`config.mk`:
```
export PLATFORM = sky130hd
export DESIGN_NAME = proto_field_encoder
export DESIGN_NICKNAME = d
export VERILOG_FILES = /design/src/rtl/proto_wire_pkg.sv /design/src/rtl/proto_varint_ser.sv /design/src/rtl/proto_field_encoder.sv
export SDC_FILE = /design/constraint.sdc
export NUM_CORES = 1
export LEC_CHECK = 0
export ABC_AREA = 0
export CELL_PAD_IN_SITES_DETAIL_PLACEMENT = 1
export CELL_PAD_IN_SITES_GLOBAL_PLACEMENT = 2
export CORE_ASPECT_RATIO = 2
export CORE_MARGIN = 2
export CORE_UTILIZATION = 36
export DETAILED_ROUTE_END_ITERATION = 10
export MAX_ROUTING_LAYER = met4
export PLACE_DENSITY_LB_ADDON = 0.05
export REMOVE_ABC_BUFFERS = 1
export SLEW_MARGIN = 25
export SYNTH_ARGS = -nofsm -noshare
export SYNTH_HDL_FRONTEND = slang
export SYNTH_SLANG_ARGS = --single-unit
```
`constraint.sdc`:
```
create_clock -name clk -period 6.5 [get_ports clk]
set_input_delay 1.3 -clock clk [delete_from_list [all_inputs] [get_ports clk]]
set_output_delay 1.3 -clock clk [all_outputs]
set_load 0.03 [all_outputs]
```
`src/rtl/proto_wire_pkg.sv`:
```
// Shared protobuf wire-format definitions: wire-type encoding, tag sizing and
// varint length limits used by the field encoder and its serializer.
package proto_wire_pkg;

   localparam int IDENTIFIER_SIZE  = 3;
   localparam int MAX_VARINT_BYTES = 10;

   typedef enum logic [IDENTIFIER_SIZE-1:0] {
      WT_VARINT = 3'd0,
      WT_I64    = 3'd1,
      WT_LEN    = 3'd2,
      WT_I32    = 3'd5
   } wire_type_e;

   function automatic int tag_width(input int field_num_w);
      return field_num_w + IDENTIFIER_SIZE;
   endfunction

   function automatic logic wt_supported(input logic [IDENTIFIER_SIZE-1:0] wt);
      return (wt == WT_VARINT) || (wt == WT_I64) || (wt == WT_LEN) || (wt == WT_I32);
   endfunction

endpackage

```
`src/rtl/proto_varint_ser.sv`:
```
// LEB128 serializer: holds the unsent remainder of a varint and presents the
// current 7-bit group with its continuation flag.
module proto_varint_ser
   import proto_wire_pkg::*;
(
   input  logic        clk,
   input  logic        rst,
   input  logic        load,
   input  logic [63:0] load_value,
   input  logic        advance,
   output logic [7:0]  byte_out,
   output logic        is_last
);

   logic [63:0] rem_q, rem_d;
   logic [3:0]  idx_q, idx_d;

   // NOTE: every always_comb output gets a default first so no path leaves it unassigned (no latch).
   always_comb begin
      rem_d = rem_q;
      idx_d = idx_q;
      if (load) begin
         rem_d = load_value;
         idx_d = 4'd0;
      end else if (advance) begin
         rem_d = rem_q >> 7;
         idx_d = idx_q + 4'd1;
      end
   end

   // The index cap bounds a 64-bit value to MAX_VARINT_BYTES groups.
   assign is_last  = (rem_q[63:7] == 57'd0) || (idx_q == 4'(MAX_VARINT_BYTES - 1));
   assign byte_out = {~is_last, rem_q[6:0]};

   // NOTE: state registers use non-blocking assignments so all flops update together at the edge.
   always_ff @(posedge clk or posedge rst) begin
      if (rst) begin
         rem_q <= '0;
         idx_q <= '0;
      end else begin
         rem_q <= rem_d;
         idx_q <= idx_d;
      end
   end

endmodule

```
`src/rtl/proto_field_encoder.sv`:
```
// Protobuf field encoder: accepts a field descriptor and streams its tag plus
// varint or little-endian fixed payload as a byte stream with valid/ready.
module proto_field_encoder
   import proto_wire_pkg::*;
#(
   parameter int FIELD_NUM_W = 4,
   parameter int VALUE_W     = 64
) (
   input  logic                   clk,
   input  logic                   rst,
   input  logic                   in_valid,
   output logic                   in_ready,
   input  logic [FIELD_NUM_W-1:0] in_field_num,
   input  logic [2:0]             in_wire_type,
   input  logic [VALUE_W-1:0]     in_value,
   output logic                   out_valid,
   input  logic                   out_ready,
   output logic [7:0]             out_data,
   output logic                   out_last,
   output logic                   err_wire_type
);

   localparam int TAG_W = tag_width(FIELD_NUM_W);

   localparam logic [1:0] ST_IDLE   = 2'd0;
   localparam logic [1:0] ST_TAG    = 2'd1;
   localparam logic [1:0] ST_VARINT = 2'd2;
   localparam logic [1:0] ST_FIXED  = 2'd3;

   logic [1:0]         state_q, state_d;
   logic [2:0]         wire_type_q, wire_type_d;
   logic [VALUE_W-1:0] value_q, value_d;
   logic [3:0]         byte_cnt_q, byte_cnt_d;
   logic               err_q, err_d;

   logic               in_hs, out_fire;
   logic [TAG_W-1:0]   tag;
   logic               ser_load, ser_advance, ser_last;
   logic [63:0]        ser_load_value;
   logic [7:0]         ser_byte;
   logic [VALUE_W-1:0] fixed_shift;
   logic               fixed_last;
   logic               to_varint;

   assign in_hs       = in_valid && in_ready;
   assign out_fire    = out_valid && out_ready;
   assign tag         = {in_field_num, in_wire_type};
   assign fixed_shift = value_q >> {byte_cnt_q, 3'b000};
   assign fixed_last  = (byte_cnt_q == ((wire_type_q == WT_I32) ? 4'd3 : 4'd7));
   assign to_varint   = (wire_type_q == WT_VARINT) || (wire_type_q == WT_LEN);

   // One serializer carries the tag first, then is reloaded with the varint payload.
   assign ser_load       = (in_hs && wt_supported(in_wire_type))
                        || (state_q == ST_TAG && out_fire && ser_last && to_varint);
   assign ser_load_value = (state_q == ST_IDLE) ? {{(64-TAG_W){1'b0}}, tag} : value_q;
   assign ser_advance    = out_fire && (state_q == ST_TAG || state_q == ST_VARINT);

   proto_varint_ser u_ser (
      .clk        (clk),
      .rst        (rst),
      .load       (ser_load),
      .load_value (ser_load_value),
      .advance    (ser_advance),
      .byte_out   (ser_byte),
      .is_last    (ser_last)
   );

   always_comb begin
      in_ready  = (state_q == ST_IDLE);
      out_valid = (state_q != ST_IDLE);
      out_data  = 8'h00;
      out_last  = 1'b0;
      case (state_q)
         ST_TAG:    out_data = ser_byte;
         ST_VARINT: begin
            out_data = ser_byte;
            out_last = ser_last;
         end
         ST_FIXED:  begin
            out_data = fixed_shift[7:0];
            out_last = fixed_last;
         end
         default: ;
      endcase
   end

   assign err_wire_type = err_q;

   always_comb begin
      state_d     = state_q;
      wire_type_d = wire_type_q;
      value_d     = value_q;
      byte_cnt_d  = byte_cnt_q;
      err_d       = 1'b0;
      case (state_q)
         ST_IDLE: begin
            if (in_hs) begin
               wire_type_d = in_wire_type;
               value_d     = in_value;
               byte_cnt_d  = 4'd0;
               if (wt_supported(in_wire_type)) state_d = ST_TAG;
               else                            err_d   = 1'b1;
            end
         end
         ST_TAG: begin
            if (out_fire && ser_last) state_d = to_varint ? ST_VARINT : ST_FIXED;
         end
         ST_VARINT: begin
            if (out_fire && ser_last) state_d = ST_IDLE;
         end
         ST_FIXED: begin
            if (out_fire) begin
               if (fixed_last) begin
                  state_d    = ST_IDLE;
                  byte_cnt_d = 4'd0;
               end else begin
                  byte_cnt_d = byte_cnt_q + 4'd1;
               end
            end
         end
         default: state_d = ST_IDLE;
      endcase
   end

   always_ff @(posedge clk or posedge rst) begin
      if (rst) begin
         state_q     <= ST_IDLE;
         wire_type_q <= '0;
         value_q     <= '0;
         byte_cnt_q  <= '0;
         err_q       <= 1'b0;
      end else begin
         state_q     <= state_d;
         wire_type_q <= wire_type_d;
         value_q     <= value_d;
         byte_cnt_q  <= byte_cnt_d;
         err_q       <= err_d;
      end
   end

endmodule
```
# Yosys cells after proc, flatten, opt, wreduce, memory -nomap -nowiden
# Cells that the tools add are included.
dict set report totals {
  register_bits 142
  inputBits 75
  word_cells 76
}
dict set report classes {
  addsub 2
  n_eq_ne 16
  shift 1
  n_mux 23
  n_bitwise 1
  reduce_logical 26
}
# operator n
set ops {}
lappend ops {{two-way mux 64 bit} 3}
lappend ops {{right shift 64 x 7 -> 8 bit} 1}
lappend ops {{zero test 57 bit} 1}
lappend ops {{two-way mux 4 bit} 5}
lappend ops {{one-hot mux 8 bit (2 select lines)} 1}
lappend ops {{two-way mux 2 bit} 6}
lappend ops {{adder 4 x 1 -> 4 bit, second input constant} 2}
lappend ops {{logical AND 1 bit} 8}
lappend ops {{!= test 2 x 1 -> 1 bit, second input constant} 4}
lappend ops {{one-hot mux 2 bit (4 select lines)} 1}
lappend ops {{one-hot mux 4 bit (2 select lines)} 1}
lappend ops {{logical OR 1 bit} 7}
lappend ops {{== test 3 x 2 -> 1 bit, second input constant} 2}
lappend ops {{== test 3 bit, second input constant} 2}
lappend ops {{zero test 3 bit} 2}
lappend ops {{AND reduction 6 bit} 1}
lappend ops {{nonzero test 2 bit} 3}
lappend ops {{== test 2 bit, second input constant} 2}
lappend ops {{== test 4 x 3 -> 1 bit} 1}
lappend ops {{== test 4 bit, second input constant} 1}
lappend ops {{two-way mux 1 bit} 4}
lappend ops {{!= test 2 bit, second input constant} 2}
lappend ops {{== test 3 x 1 -> 1 bit, second input constant} 1}
lappend ops {{two-way mux 3 bit} 1}
lappend ops {{7 further kinds} 7}

# Depth between registers and ports, before layout
dict set report logic_depth {
  depth_word 7
  ltp_mapped 12
  mapped_depth_nobuf 8
}

# Hierarchy
# From an unflattened synthesis, not the netlist that was laid out.
dict set report hier_totals {
  cells_unflattened 648
  area_unflattened_um2 7328.3
}
# module instances cells_per_inst area_each_um2 seq_area_each_um2
set modules_own_cells {}
lappend modules_own_cells {proto_field_encoder 1 322 4058.9 1851.8}
lappend modules_own_cells {proto_varint_ser 1 326 3269.4 1701.6}

# Worst setup path before layout
# OpenSTA, ideal clock, no wires.
dict set report synth_timing {
  kind {reg-to-output}
  from {register byte_cnt_q[0]}
  to {output port out_data[0]}
  arrival_ns 1.973
  required_ns 5.200
  path_slack_ns 3.227
  stages_incl_launch_ff 7
  path_cell_list {dfrtp_1 buf_2 buf_2 mux4_2 mux2_2 a22oi_1 nor2_1}
}
dict set report synth_between {
  elab_chain_cells 2
}
# item line
set synth_lines {}
lappend synth_lines {{from (decl)} proto_field_encoder.sv:33} ;# logic [3:0] byte_cnt_q, byte_cnt_d;
lappend synth_lines {{from (signal assigned)} proto_field_encoder.sv:136} ;# byte_cnt_q <= byte_cnt_d;
lappend synth_lines {{right shift 64 x 7 -> 8 bit} proto_field_encoder.sv:48} ;# assign fixed_shift = value_q >> {byte_cnt_q, 3'b000};
lappend synth_lines {{one-hot mux 8 bit (2 select lines)} proto_field_encoder.sv:73} ;# case (state_q)
lappend synth_lines {{to (decl)} proto_field_encoder.sv:18} ;# output logic [7:0] out_data,
# No other way between the ends.

# Worst setup path after layout
dict set report layout_timing {
  from {register u_ser.rem_q[12]}
  to {output port out_last}
}
dict set report layout_between {
  elab_chain_cells 3
}
# item line
set layout_lines {}
lappend layout_lines {{from (decl)} proto_varint_ser.sv:15} ;# logic [63:0] rem_q, rem_d;
lappend layout_lines {{from (signal assigned)} proto_varint_ser.sv:41} ;# rem_q <= rem_d;
lappend layout_lines {{zero test 57 bit} proto_varint_ser.sv:32} ;# assign is_last = (rem_q[63:7] == 57'd0) || (idx_q == 4'(MAX_VARINT_BYTES - 1));
lappend layout_lines {{logical OR 1 bit} proto_varint_ser.sv:32}
lappend layout_lines {{one-hot mux 1 bit (2 select lines)} proto_field_encoder.sv:73}
lappend layout_lines {{to (decl)} proto_field_encoder.sv:19} ;# output logic out_last,
# No other way between the ends.

==> impl_results.md <==
* Status: completed
* Count of input and output buffers at 86
* Aggregate routed wire length at 24.09 mm
* Achievable frequency at 225.3 MHz
* DRT Pass-1 Iters at 4
* Async set-or-reset flop fraction in the synthesized netlist at 100.0%
* Initial Utilization at 36.68%
* Total global-route track usage at 24.26%
* Area delta synth->final at 21.14%
* Worst setup margin at 2062 ps
* Final global-route overflow total at 0
* Full die area at 21,510 um^2
* Clock-pin slew on the worst setup and hold paths at 60 ps
* Setup slack of the worst register-to-register path at 2670 ps
* Class of the tightest hold or removal check: register to register
* Post-detailed-placement half-perimeter wirelength at 17.11 mm
* Antenna diode count at 0
* Post-CTS repair timing setup buffer count at 0
* Area share of the largest cell type after synthesis at 48.66%
* Number of distinct library cell variants in the gate-level netlist after synthesis at 37
* Kind of start point of the critical path: register
* Slew at the pin closest to its max-slew limit at 950.4 ps
* Max-cap violations at 0
* Largest area contributor in the netlist: sky130_fd_sc_hd__dfrtp_1
* Utilization of the core after routing at 44.43%
* Clock tree root buffer cell: sky130_fd_sc_hd__clkbuf_16
* Standby leakage power at 0.003902 uW
* Total vias in the final route at 5,826
* Num CTS Buffers at 17
* Post-DR wirelength/cell at 22.58 um
* Count of flip-flops with a built-in enable after synthesis at 0
* Endpoints failing setup at 0
* Vias in the first global route at 6,384
* Leading cell types by total area after synthesis: sky130_fd_sc_hd__dfrtp_1 (49%), sky130_fd_sc_hd__mux2_2 (12%), sky130_fd_sc_hd__nand2_1 (11%)
* Critical path capture point type: primary output
* Vertical extent of the die at 205.4 um
* Count of final hold-check violations at 0
* Crit path kind: register to primary output
* Minimum clock period at 4438 ps
* Share of post-route cells with drive strength above 1 at 16.89%
* Cell with the most instances after synthesis: sky130_fd_sc_hd__nand2_1
* Cell area after synthesis at 7303 um^2
* Floorplan core area at 19,910 um^2
* Post-Route Skew at 10.09 ps
* DRC violation count after routing at 0
* Largest fanout on the critical path at 4
* Ratio of total power to cell area at 536.0 nW/um^2
* Required time at the endpoint of the critical path at 5200 ps
* Number of DRC markers in iteration 0 at 298
* Wire length of the first global-routing pass at 37.92 mm
* Clock Tree Buf Depth at 2
* Synthesis warning total at 0
* Initial antenna violation count at 0
* Setup repair after global routing missed its margin: no
* Pin count of the biggest net entering global routing at 95
* Post-synthesis sequential area ratio at 48.66%
* Arrival time at the worst endpoint at 3140 ps
* Max-slew headroom at 36.64%
* Highest ir drop seen on vdd at 0.0002058 V
* Most common flop cell mapped by yosys: sky130_fd_sc_hd__dfrtp_1
* Die outline width at 104.7 um
* Nets@finish at 875
* Most common library cells after synthesis: sky130_fd_sc_hd__nand2_1 (215), sky130_fd_sc_hd__dfrtp_1 (142), sky130_fd_sc_hd__mux2_2 (75), sky130_fd_sc_hd__nand3_1 (60), sky130_fd_sc_hd__o21ai_1 (55)
* DRT antenna net count at 0
* Number of levels the H-tree was split into at 4
* Placement Setup Slack at 2205 ps
* Ratio of routed vias to standard cells at 5.460
* Mapped Cells at 736
* #FFs+latches synth at 142
* GPL Wtd Cong at 0.8766
* Count of boundary I/O pins at 87
* Clk Latency, worst-skew pair at 440 ps
* Syn avg cell area at 9.923 um^2
* Number of max-slew violations in the final report at 0
* Number of sinks driven by the clock tree at 142
* Resize count post-CTS at 0
* CTS Hold Buffers Added at 0
* Setup TNS Final at 0 ps
* Period utilisation layout at 68.28%
* Filler instances at 2,308
* TritonCTS clock tree: built
* Site Rows at 73
## power by group
group	internal, uW	switching, uW	total, uW
combinational	892	1120	2010
clock	600	379	979
sequential	1270	485	1750
## metal layers
layer	up-vias	routed length [um]	GRT usage, %
met5	-	0	-
met4	0	623	9.381
li1	2653	-	-
met2	118	13620	44.05
met1	3020	9128	26.61
met3	35	719	3.643
## worst paths after layout
path                                      start         endpoint  cells past startpoint
worst max register to register       state_q[0]  u_ser.rem_q[55]                     11
worst min register to register   wire_type_q[1]   wire_type_q[1]                      1
min in group asynchronous                   rst      value_q[47]                      2
worst min-delay path             wire_type_q[1]   wire_type_q[1]                      1
worst max-delay path            u_ser.rem_q[12]         out_last                      6
max in group asynchronous                   rst      value_q[45]                      3
## state kept, by name, indices dropped and copies added, names as in the netlist
name and flops:
value_q 64, wire_type_q 3, u_ser.rem_q 64, state_q 2
err_wire_type 1, u_ser.idx_q 4, byte_cnt_q 4
## cell families (layout without fill, tap and decap cells)
kind of cell | count (synthesis) | count (layout) | share of synthesized area, %
fa+ha+maj | 7 | 7 | 1.199
simple gates | 324 | 324 | 18.97
compound gates | 84 | 84 | 6.733
buf+inv | 61 | 130 | 4.317
mux | 114 | 114 | 19.65
flops | 142 | 142 | 48.66
xor+xnor | 4 | 4 | 0.4798
## cells in the final DEF (no fill, tap or decap), types with 7 or more instances in the layout
master / count
sky130_fd_sc_hd__mux2i_1: 23
sky130_fd_sc_hd__clkbuf_16: 17
sky130_fd_sc_hd__o21ai_1: 55
sky130_fd_sc_hd__clkdlybuf4s50_1: 86
sky130_fd_sc_hd__nor2_1: 18
sky130_fd_sc_hd__dfrtp_1: 141
sky130_fd_sc_hd__nand3_1: 60
sky130_fd_sc_hd__o21ai_0: 9
sky130_fd_sc_hd__mux4_2: 16
sky130_fd_sc_hd__a22oi_1: 8
sky130_fd_sc_hd__nor4_1: 13
sky130_fd_sc_hd__buf_4: 7
sky130_fd_sc_hd__mux2_2: 75
sky130_fd_sc_hd__ha_1: 7
sky130_fd_sc_hd__nand2_1: 214
## area by class of cell
cell class                 instances  area, um^2  area share, %
clock buffer                      24       491.7          5.558
inverter                           6       27.53         0.3111
sequential                       142        3555          40.18
multi-input combinational        533        3447          38.96
clock inverter                     7       85.08         0.9617
timing repair buffer              93       913.4          10.32
tap                              262       327.8          3.705
## stage by stage
step / hold slack [ps] / instance area, um^2 / cells / total power [uW]
global route: 537.0 / 8847 / 1067 / 5044
finish: 523.6 / 8847 / 1067 / 4742
floorplan: 469.7 / 7010 / 681 / 2968
detailed placement: 509.6 / 8264 / 1036 / 3801
CTS: 526.2 / 8841 / 1067 / 4801
global placement: 490.5 / 8260 / 1036 / 3724
## critical path: stages, from the launching register on
cell and delay (ps):
sky130_fd_sc_hd__dfrtp_1 400, sky130_fd_sc_hd__nor4_1 510, sky130_fd_sc_hd__nand4_1 230, sky130_fd_sc_hd__nor4_4 540, sky130_fd_sc_hd__or2_2 220, sky130_fd_sc_hd__a22o_1 140, sky130_fd_sc_hd__clkdlybuf4s50_1 660
No activity file was read; power rests on OpenSTA's default activity.
